## src/rtl/pad_mux_if.sv

```systemverilog
// Pad mux bus bundle shared by the requester side (master) and the arbiter (slave).
// Ports:
//   enable_i, req_i, src_data_i, pad_in_i    requester side -> arbiter
//   grant_o, sel_o, mux_o, in_data_o,
//   in_valid_o, busy_o, preempt_o            arbiter -> requesters / pads
interface pad_mux_if #(
    parameter int unsigned N     = 4,
    parameter int unsigned OUT_W = 18,
    parameter int unsigned IN_W  = 22
);
    logic                 enable_i;
    logic [N-1:0]         req_i;
    logic [N*OUT_W-1:0]   src_data_i;
    logic [IN_W-1:0]      pad_in_i;
    logic [N-1:0]         grant_o;
    logic [1:0]           sel_o;
    logic [OUT_W-1:0]     mux_o;
    logic [IN_W-1:0]      in_data_o;
    logic [N-1:0]         in_valid_o;
    logic                 busy_o;
    logic                 preempt_o;

    modport master (
        output enable_i, req_i, src_data_i, pad_in_i,
        input  grant_o, sel_o, mux_o, in_data_o, in_valid_o, busy_o, preempt_o
    );

    modport slave (
        input  enable_i, req_i, src_data_i, pad_in_i,
        output grant_o, sel_o, mux_o, in_data_o, in_valid_o, busy_o, preempt_o
    );
endinterface

```

## src/rtl/pad_mux_arbiter.sv

```systemverilog
// Round-robin arbiter sharing the multiplexed pad bus between up to four requesters,
// with a hold-time limit (preemption when others wait) and a dead gap between owners.
// Ports:
//   clk_i   clock
//   rst_i   synchronous reset, active-high
//   bus     pad_mux_if.slave: enable_i/req_i/src_data_i/pad_in_i in;
//           grant_o/sel_o/in_data_o/in_valid_o/busy_o/preempt_o registered out;
//           mux_o combinational from registered owner state
module pad_mux_arbiter #(
    parameter int unsigned N           = 4,
    parameter int unsigned OUT_W       = 18,
    parameter int unsigned IN_W        = 22,
    parameter int unsigned MAX_HOLD    = 64,
    parameter int unsigned TURN_CYCLES = 2
) (
    input  logic       clk_i,
    input  logic       rst_i,
    pad_mux_if.slave   bus
);

    localparam int unsigned HOLD_W = (MAX_HOLD > 1) ? $clog2(MAX_HOLD) : 1;
    localparam int unsigned TURN_W = (TURN_CYCLES > 0) ? $clog2(TURN_CYCLES + 1) : 1;

    localparam logic [HOLD_W-1:0] HOLD_LAST = HOLD_W'(MAX_HOLD - 1);
    localparam logic [TURN_W-1:0] TURN_LAST = TURN_W'((TURN_CYCLES > 0) ? TURN_CYCLES - 1 : 0);
    localparam logic [1:0]        LAST_RST  = 2'(N - 1);

    localparam logic [1:0] S_IDLE = 2'd0;
    localparam logic [1:0] S_BUSY = 2'd1;
    localparam logic [1:0] S_TURN = 2'd2;

    logic [1:0]        state_q,    state_d;
    logic [N-1:0]      grant_q,    grant_d;
    logic [1:0]        sel_q,      sel_d;
    logic [1:0]        last_q,     last_d;
    logic [HOLD_W-1:0] hold_cnt_q, hold_cnt_d;
    logic [TURN_W-1:0] turn_cnt_q, turn_cnt_d;
    logic [IN_W-1:0]   in_data_q,  in_data_d;
    logic [N-1:0]      in_valid_q, in_valid_d;
    logic              busy_q,     busy_d;
    logic              preempt_q,  preempt_d;

    logic              win_found;
    logic [1:0]        win_idx;
    logic              owner_req;
    logic              others_req;

    // Round-robin search starting just after the last owner; descending loop so the
    // nearest requester (smallest offset) is the one left standing.
    always_comb begin
        logic [1:0] cand;
        win_found = 1'b0;
        win_idx   = '0;
        cand      = '0;
        for (int i = N; i >= 1; i--) begin
            cand = 2'((int'(last_q) + i) % N);
            if (bus.req_i[cand]) begin
                win_found = 1'b1;
                win_idx   = cand;
            end
        end
    end

    assign owner_req  = |(bus.req_i & grant_q);
    assign others_req = |(bus.req_i & ~grant_q);

    // Next-state and registered-output logic.
    always_comb begin
        state_d    = state_q;
        grant_d    = grant_q;
        sel_d      = sel_q;
        last_d     = last_q;
        hold_cnt_d = hold_cnt_q;
        turn_cnt_d = turn_cnt_q;
        preempt_d  = 1'b0;
        in_data_d  = bus.pad_in_i;
        in_valid_d = grant_q;

        case (state_q)
            S_IDLE: begin
                if (bus.enable_i && win_found) begin
                    state_d    = S_BUSY;
                    grant_d    = N'(1) << win_idx;
                    sel_d      = win_idx;
                    last_d     = win_idx;
                    hold_cnt_d = '0;
                end
            end
            S_BUSY: begin
                // A release wins over a simultaneous timeout, so preempt only fires
                // while the owner is still requesting.
                if (!owner_req || (hold_cnt_q == HOLD_LAST && others_req)) begin
                    grant_d    = '0;
                    preempt_d  = owner_req;
                    turn_cnt_d = '0;
                    state_d    = (TURN_CYCLES == 0) ? S_IDLE : S_TURN;
                end else if (hold_cnt_q != HOLD_LAST) begin
                    hold_cnt_d = hold_cnt_q + HOLD_W'(1);
                end
            end
            S_TURN: begin
                if (turn_cnt_q == TURN_LAST) begin
                    state_d = S_IDLE;
                end else begin
                    turn_cnt_d = turn_cnt_q + TURN_W'(1);
                end
            end
            default: begin
                state_d = S_IDLE;
                grant_d = '0;
            end
        endcase

        busy_d = (state_d != S_IDLE);
    end

    // State register with synchronous reset.
    always_ff @(posedge clk_i) begin
        if (rst_i) begin
            state_q    <= S_IDLE;
            grant_q    <= '0;
            sel_q      <= '0;
            last_q     <= LAST_RST;
            hold_cnt_q <= '0;
            turn_cnt_q <= '0;
            in_data_q  <= '0;
            in_valid_q <= '0;
            busy_q     <= 1'b0;
            preempt_q  <= 1'b0;
        end else begin
            state_q    <= state_d;
            grant_q    <= grant_d;
            sel_q      <= sel_d;
            last_q     <= last_d;
            hold_cnt_q <= hold_cnt_d;
            turn_cnt_q <= turn_cnt_d;
            in_data_q  <= in_data_d;
            in_valid_q <= in_valid_d;
            busy_q     <= busy_d;
            preempt_q  <= preempt_d;
        end
    end

    assign bus.grant_o    = grant_q;
    assign bus.sel_o      = sel_q;
    assign bus.in_data_o  = in_data_q;
    assign bus.in_valid_o = in_valid_q;
    assign bus.busy_o     = busy_q;
    assign bus.preempt_o  = preempt_q;

    // Output pads carry the owner's data only while it actually holds the bus.
    assign bus.mux_o = (state_q == S_BUSY) ? bus.src_data_i[sel_q*OUT_W +: OUT_W] : '0;

endmodule

```

## src/flat_wrapper.sv

```systemverilog
// flat-port wrapper written by rule: the top's interface ports become plain ports
module pad_mux_arbiter_flat 
#(
    parameter int unsigned N           = 4,
    parameter int unsigned OUT_W       = 18,
    parameter int unsigned IN_W        = 22,
    parameter int unsigned MAX_HOLD    = 64,
    parameter int unsigned TURN_CYCLES = 2
)
  (clk_i, rst_i, bus_enable_i, bus_req_i, bus_src_data_i, bus_pad_in_i, bus_grant_o, bus_sel_o, bus_mux_o, bus_in_data_o, bus_in_valid_o, bus_busy_o, bus_preempt_o);
  pad_mux_if #(.N(N), .OUT_W(OUT_W), .IN_W(IN_W)) bus_i ();
  input  logic clk_i;
  input  logic rst_i;
  input wire logic [$bits(bus_i.enable_i)-1:0] bus_enable_i;
  input wire logic [$bits(bus_i.req_i)-1:0] bus_req_i;
  input wire logic [$bits(bus_i.src_data_i)-1:0] bus_src_data_i;
  input wire logic [$bits(bus_i.pad_in_i)-1:0] bus_pad_in_i;
  output wire logic [$bits(bus_i.grant_o)-1:0] bus_grant_o;
  output wire logic [$bits(bus_i.sel_o)-1:0] bus_sel_o;
  output wire logic [$bits(bus_i.mux_o)-1:0] bus_mux_o;
  output wire logic [$bits(bus_i.in_data_o)-1:0] bus_in_data_o;
  output wire logic [$bits(bus_i.in_valid_o)-1:0] bus_in_valid_o;
  output wire logic [$bits(bus_i.busy_o)-1:0] bus_busy_o;
  output wire logic [$bits(bus_i.preempt_o)-1:0] bus_preempt_o;
  assign bus_i.enable_i = bus_enable_i;
  assign bus_i.req_i = bus_req_i;
  assign bus_i.src_data_i = bus_src_data_i;
  assign bus_i.pad_in_i = bus_pad_in_i;
  assign bus_grant_o = bus_i.grant_o;
  assign bus_sel_o = bus_i.sel_o;
  assign bus_mux_o = bus_i.mux_o;
  assign bus_in_data_o = bus_i.in_data_o;
  assign bus_in_valid_o = bus_i.in_valid_o;
  assign bus_busy_o = bus_i.busy_o;
  assign bus_preempt_o = bus_i.preempt_o;
  pad_mux_arbiter #(.N(N), .OUT_W(OUT_W), .IN_W(IN_W), .MAX_HOLD(MAX_HOLD), .TURN_CYCLES(TURN_CYCLES)) u_core (.clk_i(clk_i), .rst_i(rst_i), .bus(bus_i));
endmodule
```

## config.mk

```make
export PLATFORM = sky130hd
export DESIGN_NAME = pad_mux_arbiter_flat
export DESIGN_NICKNAME = d
export VERILOG_FILES = /design/src/rtl/pad_mux_if.sv /design/src/rtl/pad_mux_arbiter.sv /design/src/flat_wrapper.sv
export SDC_FILE = /design/constraint.sdc
export NUM_CORES = 1
export LEC_CHECK = 0
export CORE_MARGIN = 1.5
export CORE_UTILIZATION = 33
export CTS_CLUSTER_SIZE = 14
export DETAILED_ROUTE_END_ITERATION = 8
export PLACE_DENSITY = 0.83
export SETUP_SLACK_MARGIN = 0.1
export SYNTH_ARGS = -nofsm -noshare
export SYNTH_HDL_FRONTEND = slang
export SYNTH_SLANG_ARGS = --single-unit
```

## constraint.sdc

```tcl
create_clock -name clk_i -period 1.8 [get_ports clk_i]
set_input_delay 0.18 -clock clk_i [delete_from_list [all_inputs] [get_ports clk_i]]
set_output_delay 0.18 -clock clk_i [all_outputs]
set_load 0.1 [all_outputs]
```

==> metrics.txt, run 1 <==
largest net degree at the start of global routing 21; Synth Area per Inst 10.4 sq um; H-tree levels 2; Overflow after GRT 0; Max Fclk 0.535 GHz; Distinct cells, synth 45; Setup crit end kind output port; worst skew pair latency just under 0.3 ns; Final Cell Area 0.00455 sq mm; minimum hold slack 0.429 ns; minimum clock period 1.87 ns; worst slack, placed -0.280 ns; startpoint types flip-flop; CTS Sinks 46; status complete, but fails checks; CP Class reg2out; Crit path arrival time 1.69 ns; Slew headroom 59.2%; FF+latch count, synth 46; vias in the first global route 2576; Ports 153; Detail Placement HPWL 6.34 mm; via count ~2500; Final Max Slew Viols 0; Max Used Layer met4; DR iter-0 viols 128; core box area between 0.006 and 0.007 sq mm; clock skew 0.00677 ns; failing checks setup timing; PwrDens around 940 mW/mm^2; Routed met3 length 776 microns; CTS tree yes; CP required 1.62 ns; die area between 0.007 and 0.008 sq mm; Post-synth ARST share 0%; register area share after synthesis 38.4%; Initial Util a little over a third; IO Port Bufs roughly 150; synthesized area 0.00240 sq mm; first-pass GRT wire length approximately 12 mm; warning count from the yosys run 0; pin slew with the least headroom to its limit 0.610 ns; ratio of cells with drive above 1 in the final layout a little over a third; Post-synth EDFFs 0; Die Span Y 88.3 microns; DRC viols 0; Max FO, Critical Path 9; fin nets roughly 510; routed wl met2 between 4 and 5 mm; 1st-pass router iterations 4; prevailing post-synth register cell dfxtp_1; Synth-to-Final Area Change 89.4%; remaining antenna violation count 0; Final TNS setup -0.731 ns; R2R Setup Slk between 0.15 and 0.2 ns; initial antenna violation count 0; Leak 1.83 nW; clock slew at reported path FFs 0.08 ns; gpl congestion ~1; synthesized instance count 230; Final Hold Fails 0; Worst Hold Class in2reg; Setup-failing EPs final 18; placed instance area 0.00436 sq mm; vias per cell 5.09; CTS root buf clkbuf_8; drt total wl 7.89 mm; final setup margin -0.0708 ns; Worst VDD drop 0.000548 V; unrepaired setup endpoints after global routing true; drt wl/cell 15.9 microns; placed insts 487; Metal-1 WL around 2.9 mm; Layout Cells excl Fill roughly 500; chip width 88.3 microns; Num CTS Buffers 5; CTS Buffer Depth 2; Final period util 104%; Rows 30; Post-Syn Nets 337; Total GRT Usage 19.5%; Max Cap Viol 0; # diodes 0
-- worst paths after layout --
path,startpoint,endpoint,cells past startpoint
worst min-delay path,bus_pad_in_i[18],u_core.bus.in_data_o[18],2
worst min register to register,u_core.turn_cnt_q[1],u_core.turn_cnt_q[1],2
worst max register to register,u_core.state_q[0],u_core.hold_cnt_q[5],8
worst max-delay path,u_core.bus.sel_o[0],bus_mux_o[2],4
-- critical path: stages, from the launching register on --
cell	delay (ns)
dfxtp_4	0.38
buf_12	0.14
mux4_2	0.53
and2_4	0.19
buf_12	0.16
-- placed cells by master (no fill, tap or decap), types with 2 or more instances in the layout --
master	count
clkdlybuf4s50_1	97
buf_4	50
dfxtp_1	38
nor2b_1	26
buf_12	22
and2_4	19
mux4_2	18
nand2_1	11
nor2_1	10
o21ai_0	9
inv_1	7
dfxtp_4	7
a21oi_1	5
nand4b_1	5
clkbuf_8	5
nand2b_1	4
a32o_1	4
nor3_1	3
or2b_1	3
and2_1	3
ha_1	3
clkinv_1	3
dlymetal6s2s_1	3
nor3b_1	2
o2bb2ai_1	2
and3_1	2
ha_4	2
buf_6	2
-- state kept, by name, summed over array words and instances, names as in the netlist --
signal and cells:
u_core.bus.in_valid_o 4, u_core.bus.preempt_o 1, u_core.bus.grant_o 4, u_core.hold_cnt_q 6, u_core.bus.in_data_o 22, u_core.bus.sel_o 2, u_core.state_q 2, u_core.last_q 2
u_core.turn_cnt_q 2, u_core.bus.busy_o 1
-- through the flow --
step                      power (W)  util [%]
after floorplan             0.00275         -
after global placement      0.00357      63.2
after detailed placement    0.00361      63.2
after CTS                   0.00421      64.8
after global routing        0.00443      65.9
final                       0.00426      65.9
-- power by group --
| part | leakage, nW | internal, W | switching (W) |
|---|---|---|---|
| Clock | 0.0407 | 0.000260 | 0.000326 |
| Sequential | 0.384 | 0.00111 | 0.0000879 |
| Combinational | 1.41 | 0.00105 | 0.00143 |
| Total | 1.83 | 0.00242 | 0.00184 |
-- cell type report --
class / count / area, sq um
flip-flops and latches: 46 / 948
inverters: 8 / 30.0
clock inverters: 3 / 11.3
fillers: 547 / 2360
well taps: 96 / 120
clock buffers: 5 / 68.8
repair buffers: 174 / 1850
multi-input cells: 164 / 1520
-- routing by layer --
layer  vias up  global-route usage [%]
met5         -                       0
met4         0                    5.68
met3        23                    4.76
met2       146                    36.6
met1      1177                    21.7
li1       1177                       -
-- cell usage after synthesis (5+ instances only) --
library cell  number  share of area, %
and2_1            21               5.5
nor2_1            12               1.9
dfxtp_1           46                38
a21oi_1            6               1.3
nor2b_1           26               6.8
mux4_2            18                17
clkbuf_1           9               1.4
nand2_1           12               1.9
inv_1              8               1.3
o21ai_0           11               2.3
ha_1               6               3.1
nand4b_1           5               1.8
-- timing repair --
item / 4_1_cts / 5_1_grt
setup endpoints to repair: 28 / 32
pin swaps: 0 / 2
resized for setup: 5 / 23
hold buffers: 0 / 0
setup buffers: 1 / 0
-- logic make-up (layout without fill, tap and decap cells) --
kind of cell / count (synthesis) / after routing / synth area share [%]
xor+xnor: 1 / 1 / 0.365
compound gates: 40 / 40 / 13.8
flops: 46 / 46 / 38.4
fa+ha+maj: 6 / 6 / 3.13
mux: 19 / 19 / 17.3
simple gates: 98 / 98 / 23.8
buf+inv: 20 / 190 / 3.28
Power figures use the tool's default switching activity.
==> inputs of run 2 (changes only) <==
Settings changed: CORE_UTILIZATION 33 to 40, PLACE_DENSITY 0.83 to 0.93.
Clock period 1.8 ns to 2.2 ns, I/O delays scaled along.
==> run 2 against run 1 <==
The flow now finishes without violations. Critical path depth down 1. Sequential share of layout area is 1.1 points higher. Register-to-register slack gained 0.17 ns. Highest routed layer unchanged.
==> metrics.txt, run 2 (synthesis gave the netlist of run 1 again) <==
status finished clean; Worst Hold Class in2reg; Fillers 445; R2R Setup Slk 0.34 ns; Rows 28; Slew headroom between 50 and 60%; Synth-to-Final Area Change 77.0%; Reg-to-Reg Start u_core.state_q[1]; Max FO, Critical Path 20; Final Hold Fails 0; unrepaired setup endpoints after global routing true; Max Fclk 0.487 GHz; DRC viols 0; Crit path arrival time 1.83 ns; via count around 2400; Final period util 93.3%; Initial Util slightly above 40%; drt total wl 7.03 mm; CTS Buffer Depth 2; Leak 1.71 nW; first-pass GRT wire length 11.1 mm; vias per cell 5.19; Setup-failing EPs final 0; hold path start bus_pad_in_i[17]; initial antenna violation count 0; worst skew pair latency around 0.29 ns; gpl congestion 0.901; drt wl/cell between 15 and 20 microns; Detail Placement HPWL 5.76 mm; vias in the first global route 2383; clock skew 0.00480 ns; chip width 80.5 microns; commonest non-fill, non-tap cells in the layout clkdlybuf4s50_1, buf_4, dfxtp_1; clock slew at reported path FFs 0.08 ns; die area approximately 0.0065 sq mm; Post CTS Setup Buffer Count 0; H-tree levels 2; CTS tree yes; minimum clock period roughly 2 ns; pin slew with the least headroom to its limit 0.601 ns; PwrDens 795 mW/mm^2; total power 0.00338 W; CP required slightly below 2 ns; Max Cap Viol 0; Final TNS setup 0 ns; startpoint types flip-flop; remaining antenna violation count 0; IO Port Bufs 152; Setup crit end kind output port; core box area 0.00585 sq mm; # diodes 0; cell count of the worst hold path 2; commonest non-fill, non-tap cell in the layout clkdlybuf4s50_1; Num CTS Buffers 5; Crit Reg-Reg Endpoint u_core.bus.grant_o[0]; Worst VDD drop 0.000543 V; Largest register FFs 22; Overflow after GRT 0; largest net degree at the start of global routing 21; fin nets 490; DR iter-0 viols 103; Hold EP u_core.bus.in_data_o[17]; CP Class reg2out; CTS Sinks 46; ratio of cells with drive above 1 in the final layout 27.4%; worst reg2reg path depth 7; Final Max Slew Viols 0; Die Span Y 80.5 microns; 1st-pass router iterations 4; Total GRT Usage 22.5%; Ports 153; CTS root buf clkbuf_8
==> run 2: critical path: stages, from the launching register on <==
cell     delay, ns
dfxtp_4       0.59
mux4_2        0.56
and2_2        0.23
buf_12        0.16
==> run 2: final cells by class <==
type,instances,area [sq um],area share [%]
well taps,75,93.8,2.21
multi-input cells,164,1420,33.5
repair buffers,158,1660,39.1
inverters,8,30.0,0.707
clock buffers,7,108,2.53
flip-flops and latches,46,933,22.0
==> run 2: timing repair <==
item,in CTS,in global routing
endpoints found under the setup margin,0,10
gates resized for setup,0,0
hold buffers,0,0
==> run 2: metal layers <==
metal	part of all wire, %	routed length (microns)	global-route usage, %	vias to the layer above
met5	0	0	0	-
met4	2.0	140	6.72	0
met3	6.1	431	5.45	18
met2	55	3860	42.6	92
met1	37	2600	24.5	1127
li1	-	-	-	1139
==> run 2: how the worst max path moves through the flow <==
| stage | startpoint | end | cells past startpoint | slack, ns |
|---|---|---|---|---|
| after floorplan | u_core.bus.sel_o[0] | bus_mux_o[10] | 4 | 0.09 |
| after global routing | u_core.bus.sel_o[0] | bus_mux_o[10] | 3 | 0.05 |
| final | u_core.bus.sel_o[0] | bus_mux_o[10] | 3 | 0.15 |
| after detailed placement | bus_req_i[1] | u_core.bus.grant_o[1] | 7 | 0.12 |
| after CTS | u_core.bus.sel_o[0] | bus_mux_o[10] | 3 | 0.11 |
| after global placement | bus_req_i[3] | u_core.hold_cnt_q[1] | 6 | 0.18 |
==> run 2: per-stage QoR <==
stage | area, sq um | std cells | setup slack, ns | hold WS [ns] | util (%)
5_1_grt | 4250 | 458 | 0.0472 | 0.471 | 72.6
4_1_cts | 4250 | 458 | 0.114 | 0.463 | 72.6
3_5_place_dp | 4140 | 451 | 0.118 | 0.469 | 70.8
6_report | 4250 | 458 | 0.147 | 0.471 | 72.6
2_1_floorplan | 2440 | 230 | 0.0871 | 0.348 | -
3_3_place_gp | 4140 | 451 | 0.184 | 0.469 | 70.8
==> run 2: power breakdown <==
group / leakage [nW] / internal [W] / total, W / switching (W)
combinational: 1.27 / 0.000708 / 0.00180 / 0.00109
sequential: 0.382 / 0.000905 / 0.000997 / 0.0000926
clock: 0.0555 / 0.000318 / 0.000582 / 0.000265
==> inputs of run 3 (changes only) <==
Settings changed: ABC_AREA set to 0, ABC_CLOCK_PERIOD_IN_PS set to 2200.
==> results of run 3 <==
Same layout as run 2: the final DEF is identical, and so are final timing and power.
